[config.mk]
export PLATFORM = sky130hd
export DESIGN_NAME = seven_seg_capture
export DESIGN_NICKNAME = d
export VERILOG_FILES = /design/src/rtl/seven_seg_capture.sv
export SDC_FILE = /design/constraint.sdc
export NUM_CORES = 1
export LEC_CHECK = 0
export CAP_MARGIN = 20
export CORE_UTILIZATION = 37
export DETAILED_ROUTE_END_ITERATION = 8
export SETUP_SLACK_MARGIN = 0.2
export SYNTH_ARGS = -nofsm -noshare
export SYNTH_HDL_FRONTEND = slang
export SYNTH_SLANG_ARGS = --single-unit
[constraint.sdc]
create_clock -name clk -period 5.85 [get_ports clk]
set_input_delay 1.17 -clock clk [delete_from_list [all_inputs] [get_ports clk]]
set_output_delay 1.17 -clock clk [all_outputs]
set_load 0.005 [all_outputs]
[src/rtl/seven_seg_capture.sv]
// seven_seg_capture
//   Recovers the hex value shown on each position of a multiplexed 7-segment
//   display bus. Samples seg/an, waits for a pattern to remain stable for
//   STABLE_CYC consecutive samples, then decodes it back to a 4-bit digit.
//
//   Build option SEG_ACTIVE_LOW_EN: when defined, seg and an are inverted
//   before the input register (common-anode boards). Decoding and timing then
//   apply to the inverted values.
//
//   Parameters:
//     NDIG        number of digit positions (1..8)
//     STABLE_CYC  identical consecutive samples required before capture (2..255)

module seven_seg_capture #(
  parameter int NDIG       = 4,
  parameter int STABLE_CYC = 4
) (
  input  logic                clk,
  input  logic                rst,
  input  logic [6:0]          seg,
  input  logic [NDIG-1:0]     an,
  output logic [4*NDIG-1:0]   digits,
  output logic [NDIG-1:0]     valid,
  output logic                frame_done,
  output logic                bad_pat
);

  // Run-length target as a counter-width constant.
  localparam logic [7:0] STABLE_C = 8'(STABLE_CYC);

  // Segment pattern to {hit, value}; hit=0 means the pattern is not a glyph.
  function automatic logic [4:0] decode_glyph(input logic [6:0] pat);
    logic [4:0] res;
    case (pat)
      7'h7E:   res = 5'h10;
      7'h30:   res = 5'h11;
      7'h6D:   res = 5'h12;
      7'h79:   res = 5'h13;
      7'h33:   res = 5'h14;
      7'h5B:   res = 5'h15;
      7'h5F:   res = 5'h16;
      7'h70:   res = 5'h17;
      7'h7F:   res = 5'h18;
      7'h7B:   res = 5'h19;
      7'h77:   res = 5'h1A;
      7'h1F:   res = 5'h1B;
      7'h4E:   res = 5'h1C;
      7'h3D:   res = 5'h1D;
      7'h4F:   res = 5'h1E;
      7'h47:   res = 5'h1F;
      default: res = 5'h00;
    endcase
    return res;
  endfunction

  // True when exactly one bit of the digit-enable vector is set.
  function automatic logic is_one_hot(input logic [NDIG-1:0] v);
    int ones;
    ones = 0;
    for (int i = 0; i < NDIG; i++) begin
      ones = ones + int'(v[i]);
    end
    return (ones == 1);
  endfunction

  // Polarity-corrected inputs
  logic [6:0]      seg_in_s;
  logic [NDIG-1:0] an_in_s;

`ifdef SEG_ACTIVE_LOW_EN
  assign seg_in_s = ~seg;
  assign an_in_s  = ~an;
`else
  assign seg_in_s = seg;
  assign an_in_s  = an;
`endif

  // Input stage registers
  logic [6:0]      seg_r;
  logic [NDIG-1:0] an_r;
  logic [7:0]      cnt_r;
  logic            fire_r;
  logic [7:0]      cnt_next_s;
  logic            fire_next_s;

  // Capture stage registers
  logic [4*NDIG-1:0] digits_r;
  logic [NDIG-1:0]   valid_r;
  logic [NDIG-1:0]   mask_r;
  logic              frame_done_r;
  logic              bad_pat_r;

  logic [4*NDIG-1:0] digits_next_s;
  logic [NDIG-1:0]   valid_next_s;
  logic [NDIG-1:0]   mask_next_s;
  logic [NDIG-1:0]   mask_or_s;
  logic              frame_done_next_s;
  logic              bad_pat_next_s;
  logic [4:0]        glyph_s;

  // Run counter: counts consecutive identical samples, held at 0 while blanked,
  // and flags the single sample on which the run first reaches the target.
  always_comb begin
    cnt_next_s  = 8'd0;
    fire_next_s = 1'b0;
    if (!is_one_hot(an_in_s)) begin
      cnt_next_s = 8'd0;
    end else if ((seg_in_s == seg_r) && (an_in_s == an_r)) begin
      if (cnt_r == STABLE_C) begin
        cnt_next_s = STABLE_C;
      end else begin
        cnt_next_s = cnt_r + 8'd1;
      end
    end else begin
      cnt_next_s = 8'd1;
    end
    fire_next_s = (cnt_next_s == STABLE_C) && (cnt_r != STABLE_C);
  end

  // Input sample register, run counter and capture strobe.
  always_ff @(posedge clk or posedge rst) begin
    if (rst) begin
      seg_r  <= 7'd0;
      an_r   <= '0;
      cnt_r  <= 8'd0;
      fire_r <= 1'b0;
    end else begin
      seg_r  <= seg_in_s;
      an_r   <= an_in_s;
      cnt_r  <= cnt_next_s;
      fire_r <= fire_next_s;
    end
  end

  assign glyph_s   = decode_glyph(seg_r);
  assign mask_or_s = mask_r | an_r;

  // Capture decision: write the selected digit on a glyph hit, flag a miss,
  // and close the frame once every position has been seen.
  always_comb begin
    digits_next_s     = digits_r;
    valid_next_s      = valid_r;
    mask_next_s       = mask_r;
    frame_done_next_s = 1'b0;
    bad_pat_next_s    = 1'b0;
    if (fire_r) begin
      if (glyph_s[4]) begin
        for (int i = 0; i < NDIG; i++) begin
          digits_next_s[4*i +: 4] = an_r[i] ? glyph_s[3:0] : digits_r[4*i +: 4];
        end
        valid_next_s = valid_r | an_r;
        if (&mask_or_s) begin
          frame_done_next_s = 1'b1;
          mask_next_s       = '0;
        end else begin
          mask_next_s       = mask_or_s;
        end
      end else begin
        bad_pat_next_s = 1'b1;
      end
    end else begin
      mask_next_s = mask_r;
    end
  end

  // Registered digit store, valid flags, frame mask and event pulses.
  always_ff @(posedge clk or posedge rst) begin
    if (rst) begin
      digits_r     <= '0;
      valid_r      <= '0;
      mask_r       <= '0;
      frame_done_r <= 1'b0;
      bad_pat_r    <= 1'b0;
    end else begin
      digits_r     <= digits_next_s;
      valid_r      <= valid_next_s;
      mask_r       <= mask_next_s;
      frame_done_r <= frame_done_next_s;
      bad_pat_r    <= bad_pat_next_s;
    end
  end

  assign digits     = digits_r;
  assign valid      = valid_r;
  assign frame_done = frame_done_r;
  assign bad_pat    = bad_pat_r;

endmodule

==> out/metrics.csv, run 1 <==
metric;value;unit
synth.most_common_cell;dfrtp_1;
critical_path_buf_inv_count;3;
synthArstFlopShare;100;%
hpwl;3300;um
grt-ovfl-total;0;
path_class;in -> reg;
cp.arrival;3.79;ns
synth_area;2370;um^2
htreeDepth;2;
skew;0.00558;ns
cts-root-buf;clkbuf_8;
ctsHoldBuffers;0;
fin_crit_sh;61.5;%
cp.depth;10;
drc;0;
period_minus_slack;3.59;ns
cp_slowest_cell;fa_1;
p_seq_share;57.1;%
die_area;6730;um^2
synth_top_cell_by_area;dfrtp_1;
fmax;278;MHz
leakage;1.25;nW
yosys.area.top_type_share;48.6;%
crit_chain;clkdlybuf4s50_1, inv_1, fa_1, inv_1, ha_1, ha_1, nor3b_1, nand4_1, nand2b_1, nor4_2;
die_h;82.0;um
start_util;39.1;%
core_area;6060;um^2
ff2ff_path_depth;5;
switching_share;24.5;%
status;completed;
die_w;82.0;um
numCtsBuffers;5;
drive_gt1_share;12.8;%
syn_area_per_cell;11.3;um^2
drv_cap;0;
ctsResizeCount;0;
worst_pin_slew;0.935;ns
via_per_inst;5.16;
irDropWorstVdd;0.111;mV
nFillCells;585;
vias;1635;
hold_violations;0;
clk_pin_slew;0.08;ns
synth_area_leaders;dfrtp_1 (49%), xor2_1 (5.9%), mux2_4 (3.8%);
drtIter0Drc;78;
port_buffers;34;
grt_max_degree;47;
power.density;208;nW/um^2
synth.yosys.seq_area_share;48.6;%
setup_tns;0;ns
crit_family;simple AND/OR/NAND/NOR gates;
antenna_found_initial;0;
clkPwrFrac;33.9;%
slowest_delay;0.53;ns
synth_commonest_cells;dfrtp_1 (46), xor2_1 (16), nor2_1 (14);
cp-end-kind;flip-flop;
crit_required;6.05;ns
io_pins;35;
start_kind;primary input;
clkLatencyLatePin;0.30;ns
synth_edf_count;0;
track_usage;15.8;%
cts_tree;done;
wl_per_cell;14.3;um
rows;28;
synthFlopType;dfrtp_1;
globalplace.congestion;0.847;
switchingPower;0.144;mW
postCtsSetupBuffers;0;
wirelength;4530;um
grt_first_pass_wirelength;7810;um
drv_slew;0;
clock_path_buffers;2;
ys_seq_elements;46;
hold_path_class;reg -> reg;
synth_cell_type_count;50;
place_ws;1.95;ns
grt_pass1_vias;1628;
rsz0062_at_grt;no;
synth_cells;209;
ys_warn_count;0;
setup_ws;2.26;ns
clkSinkCount;46;
fin_nets;259;
diodes;0;
syn_nets;227;
critPathMaxFanout;7;
ant_nets;0;
hold_depth;1;
p_int;0.442;mW
pwr-share-comb;9.0;%
first_pass_iters;4;
areaGrowthSynthToFinish;19.0;%
finalSetupViolCount;0;
max-slew-margin-rel;37.6;%
## kinds of logic after synthesis
family          synth area share [%]
simple gates                    17.7
flops                           48.6
compound gates                  12.7
xor+xnor                        7.77
buf+inv                         5.07
mux                             5.18
fa+ha+maj                       2.96
## per-stage QoR
stage | instances | total power, mW | instance area, um^2 | util [%] | hold slack (ns)
after floorplan | 209 | 0.376 | 2370 | - | 0.458
after CTS | 317 | 0.594 | 2820 | 46.5 | 0.472
after detailed placement | 309 | 0.395 | 2730 | 45.0 | 0.452
after global routing | 317 | 0.612 | 2820 | 46.5 | 0.477
after global placement | 309 | 0.395 | 2730 | 45.0 | 0.450
final | 317 | 0.586 | 2820 | 46.5 | 0.467
## final timing paths
path / from / endpoint / slack, ns
max: an[0] / fire_r$_DFF_PP0_ / 2.26
min: valid[0]$_DFFE_PP0P_ / valid[0]$_DFFE_PP0P_ / 0.47
max reg2reg: seg_r[0]$_DFF_PP0_ / digits[3]$_DFFE_PP0P_ / 3.46
min reg2reg: valid[0]$_DFFE_PP0P_ / valid[0]$_DFFE_PP0P_ / 0.47
max in group asynchronous: rst / seg_r[5]$_DFF_PP0_ / 3.88
min in group asynchronous: rst / an_r[1]$_DFF_PP0_ / 1.40
## power by group through the flow
stage	Clock, mW	Combinational [mW]	Sequential [mW]
final	0.199	0.0525	0.335
after global routing	0.216	0.0597	0.336
after CTS	0.205	0.0539	0.335
after detailed placement	0	0.0537	0.341
after global placement	0	0.0534	0.341
after floorplan	0	0.0434	0.333
## registers in the layout, summed over array words and instances, names as in the netlist
| signal | cells |
|---|---|
| valid | 4 |
| an_r | 4 |
| mask_r | 4 |
| frame_done | 1 |
| seg_r | 7 |
| digits | 16 |
| bad_pat | 1 |
| fire_r | 1 |
| cnt_r | 8 |
## cells in the final DEF, fill, tap and decap left out, types with 2 or more instances in the layout
cell type        netlist  final
xnor2_1                5      5
nor2b_1                2      2
nand2_1               11     11
clkbuf_8               0      6
o22a_1                 4      4
nand3_1                9      9
a21oi_4                3      3
nand4_1                2      2
nand2b_1               2      2
nor4_1                 3      3
and3b_1                3      3
xor2_1                16     16
nor3b_1                2      2
mux2_2                 2      2
nor2_1                14     14
o21a_1                 4      4
or2_2                  3      3
ha_1                   4      4
clkdlybuf4s50_1        0     34
o22ai_1                3      3
mux2_4                 6      6
o21ai_0                9      9
and3_1                 5      5
nor3_1                 5      5
a21oi_1                4      4
inv_1                 10      9
dfrtp_1               46     46
## layer usage
layer  up-vias  global-route usage (%)  wire length [um]
met3        14                    3.89               206
met2        34                    23.9              2020
li1        798                       -                 -
met1       789                    21.1              2190
met4         0                    7.37               119
met5         -                       0                 0
## layout make-up
type / count / area (um^2) / share of cell area [%]
clock buffer: 7 / 86.3 / 3.06
timing repair buffer: 35 / 348 / 12.3
sequential: 46 / 1150 / 40.8
multi-input combinational: 143 / 1100 / 38.9
inverter: 10 / 37.5 / 1.33
tap: 75 / 93.8 / 3.33
clock inverter: 1 / 5.00 / 0.178
## worst register-to-register path: cells and delay by family, from the launching register on
family	cells	cell delay, ns
DFF	1	0.59
and+or+nand+nor	1	0.18
AOI/OAI and AO/OA	3	1.13
muxes	1	0.39
Power figures use the tool's default switching activity.
==> run 2: changes to the inputs <==
Clock period 5.85 ns to 3.06 ns, I/O delays scaled along.
==> out/metrics.csv, run 2 (same netlist as run 1, synthesis figures left out) <==
metric;value;unit
track_usage;15.1;%
htreeDepth;2;
die_w;82.0;um
ant_nets;0;
hold_violations;0;
max-slew-margin-rel;67.4;%
clkSinkCount;46;
leakage;1.31;nW
die_area;6730;um^2
worstSetupStartpoint;an[1];
layout.cells.non_filler;326;
drtIter0Drc;104;
worst_pin_slew;0.488;ns
start_kind;primary input;
period_minus_slack;2.76;ns
status;completed;
reg2reg_from;seg_r[3]$_DFF_PP0_;
hold_path_class;reg -> reg;
areaGrowthSynthToFinish;23.0;%
grt_first_pass_wirelength;7570;um
rsz0062_at_grt;no;
wirelength;4630;um
rows;28;
critical_path_buf_inv_count;3;
first_pass_iters;4;
hp-start;valid[0]$_DFFE_PP0P_;
grt_pass1_vias;1592;
cp_slowest_cell;fa_1;
globalplace.congestion;0.807;
fmax;362;MHz
io_pins;35;
cp.arrival;2.97;ns
clk_pin_slew;0.09;ns
largest_reg_flops;16;
core_area;6060;um^2
die_h;82.0;um
path_class;in -> reg;
crit_family;adder cells;
irDropWorstVdd;0.186;mV
numCtsBuffers;5;
final_common_cell;dfrtp_1;
grt-ovfl-total;0;
slowest_delay;0.49;ns
drv_slew;0;
clkLatencyLatePin;0.30;ns
critPathMaxFanout;2;
port_buffers;34;
fin_nets;268;
crit_required;3.28;ns
via_per_inst;5.19;
fin_crit_sh;90.2;%
final_cell_mix;dfrtp_1 (46), clkdlybuf4s50_1 (33), xor2_1 (16);
power.density;394;nW/um^2
drc;0;
hpwl;3420;um
dp.cells;317;
wl_per_cell;14.2;um
final_core_util;48.1;%
ctsHoldBuffers;0;
diodes;0;
clock_path_buffers;2;
grt_max_degree;34;
skew;0.00841;ns
drive_gt1_share;17.1;%
cp-end-kind;flip-flop;
cts_tree;done;
start_util;39.1;%
antenna_found_initial;0;
cts-root-buf;clkbuf_8;
finalSetupViolCount;0;
crit_chain;clkdlybuf4s50_1, inv_1, fa_1, inv_1, ha_1, ha_1, nor3b_2, nand4_1, nand2b_4, nor4_4;
r2r_setup_slack;0.81;ns
drv_cap;0;
vias;1691;
[run 2: cell types whose count changed in the layout (fill, tap and decap cells not counted), sizes merged]
cell	change
buf	+9
clkbuf	-1
clkdlybuf4s50	-1
clkinvlp	+1
dlymetal6s2s	+1
[run 2: what timing repair did]
item,CTS,global route
endpoints found under the hold margin,0,0
resized for setup,1,3
pin swaps,0,2
buffers inserted,0,1
setup endpoints to repair,7,7
[run 2: worst paths after layout]
check,endpoint,depth (start not counted)
setup / recovery,fire_r$_DFF_PP0_,10
hold / removal,valid[0]$_DFFE_PP0P_,1
setup reg to reg,digits[0]$_DFFE_PP0P_,5
hold reg to reg,valid[0]$_DFFE_PP0P_,1
max in group asynchronous,mask_r[0]$_DFFE_PP0P_,3
min in group asynchronous,cnt_r[4]$_DFF_PP0_,2
[run 2: layout make-up]
type	count	area (um^2)
Fill cell	581	3150
Sequential cell	46	1150
Multi-Input combinational cell	143	1120
Timing Repair Buffer	44	418
Tap cell	75	93.8
Clock buffer	6	82.6
Inverter	10	37.5
Clock inverter	2	12.5
[run 2: through the flow]
| stage | setup TNS [ns] | setup slack, ns | hold slack, ns | area, um^2 | power, mW |
|---|---|---|---|---|---|
| after floorplan | 0 | 0.478 | 0.458 | 2370 | 0.719 |
| after global placement | -0.00296 | -0.00296 | 0.448 | 2790 | 0.763 |
| after detailed placement | -0.873 | -0.135 | 0.454 | 2790 | 0.763 |
| after CTS | 0 | 0.263 | 0.474 | 2890 | 1.15 |
| after global routing | 0 | 0.168 | 0.478 | 2910 | 1.20 |
| final | 0 | 0.301 | 0.468 | 2910 | 1.15 |
[run 2: layer usage]
layer	up-vias	routed length [um]	global-route usage, %
met5	-	0	0
met1	835	2240	20.5
li1	816	-	-
met2	33	2160	23.6
met3	7	160	3.00
met4	0	70	5.79
[run 2: worst register-to-register path: cells and delay by family, from the launching register on]
kind            cells  cell delay [ns]
flops               1             0.59
simple gates        1             0.18
mux                 1             0.39
compound gates      3             0.99
[run 2: power breakdown]
group          switching (mW)  internal (mW)
sequential             0.0226          0.617
clock                   0.210          0.182
combinational          0.0595         0.0577
total                   0.293          0.856
==> run 3: changes to the inputs <==
Settings changed: CORE_UTILIZATION 37 to 47, PLACE_DENSITY from default to 0.73.
Clock period 3.06 ns to 2.4 ns, I/O delays scaled along.
==> out/metrics.csv, run 3 (same netlist as run 1, synthesis figures left out) <==
metric;value;unit
track_usage;19.7;%
power;1.52;mW
ant_nets;0;
drtIter0Drc;62;
core_area;4790;um^2
clk_pin_slew;0.08;ns
port_buffers;34;
fin_crit_sh;90.6;%
cp.arrival;2.38;ns
die_area;5330;um^2
hpwl;3230;um
grt_pass1_vias;1637;
via_per_inst;5.30;
clkLatencyLatePin;0.30;ns
period_minus_slack;2.17;ns
drive_gt1_share;24.3;%
start_kind;primary input;
hold_path_class;in -> async;
antenna_found_initial;0;
first_pass_iters;4;
power.density;508;nW/um^2
grt_first_pass_wirelength;7820;um
die_h;73.0;um
crit_family;adder cells;
gr-usage-met3;4.56;%
worst_pin_slew;0.537;ns
ctsHoldBuffers;0;
fmax;460;MHz
die_w;73.0;um
critical_path_buf_inv_count;3;
wl_per_cell;14.3;um
areaGrowthSynthToFinish;26.4;%
start_util;49.5;%
hold-worst-slack;0.394;ns
drv_slew;0;
wirelength;4600;um
grt-ovfl-total;0;
rsz0062_at_grt;no;
grt_max_degree;40;
irDropWorstVdd;0.340;mV
slowest_delay;0.52;ns
busiest_layer;met2;
crit_required;2.61;ns
path_class;in -> reg;
critPathMaxFanout;2;
crit_chain;buf_6, inv_8, fa_1, inv_1, ha_2, ha_4, nor3b_4, nand4_1, nand2b_4, nor4_2;
skew;0.00334;ns
htreeDepth;2;
largest_reg_flops;16;
final-seq-area;1150;um^2
r2r_setup_slack;0.34;ns
cts-root-buf;clkbuf_8;
final_cell_mix;dfrtp_1 (43), clkdlybuf4s50_1 (31), xor2_1 (16);
place_ws;-0.533;ns
drv_cap;0;
io_pins;35;
cp_slowest_cell;fa_1;
clkSinkCount;46;
final_core_util;62.6;%
fin_nets;272;
drc;0;
max-slew-margin-rel;63.9;%
grt_use_met2;29.9;%
numCtsBuffers;5;
cp-end-kind;flip-flop;
finalSetupViolCount;0;
status;completed;
vias;1705;
nFillCells;403;
rows;25;
met1_usage;27.3;%
diodes;0;
multi_input_area;1150;um^2
globalplace.congestion;0.834;
final_common_cell;dfrtp_1;
clock_path_buffers;2;
setup_tns;0;ns
leakage;1.33;nW
setup_ws;0.226;ns
hold_violations;0;
cts_tree;done;
## run 3: timing repair
| item | 4_1_cts | 5_1_grt |
|---|---|---|
| pin swaps | 3 | 3 |
| endpoints found under the hold margin | 0 | 0 |
| endpoints found under the setup margin | 9 | 17 |
| setup buffers | 4 | 0 |
| resized for setup | 11 | 15 |
## run 3: final timing paths
path                                      startpoint              endpoint  depth (start not counted)
worst max-delay path                           an[3]      fire_r$_DFF_PP0_                         10
worst min-delay path                             rst    cnt_r[7]$_DFF_PP0_                          2
worst max register to register    cnt_r[0]$_DFF_PP0_      fire_r$_DFF_PP0_                          5
worst min register to register  valid[2]$_DFFE_PP0P_  valid[2]$_DFFE_PP0P_                          1
max in group asynchronous                        rst    seg_r[3]$_DFF_PP0_                          3
min in group clk                               an[0]     an_r[0]$_DFF_PP0_                          2
## run 3: layout make-up
| class | instances | share of cell area [%] |
|---|---|---|
| clock buffers | 8 | 3.68 |
| flip-flops and latches | 46 | 38.6 |
| well taps | 67 | 2.80 |
| multi-input cells | 143 | 38.3 |
| repair buffers | 48 | 15.1 |
| inverters | 10 | 1.50 |
## run 3: metrics by stage
stage	cell area, um^2	std cells
final	2990	322
after global routing	2990	322
after CTS	2960	322
after detailed placement	2830	310
after global placement	2830	310
after floorplan	2400	209
## run 3: power by group
group	switching [mW]	internal (mW)	total, mW	leakage [nW]
Clock	0.250	0.291	0.541	0.0575
Combinational	0.0816	0.0833	0.165	0.661
Sequential	0.0275	0.787	0.815	0.614
## run 3: metal layers
metal / vias up / share of wire, %
li1: 829 / -
met1: 811 / 48
met2: 56 / 46
met3: 9 / 4.0
met4: 0 / 1.8
met5: - / 0
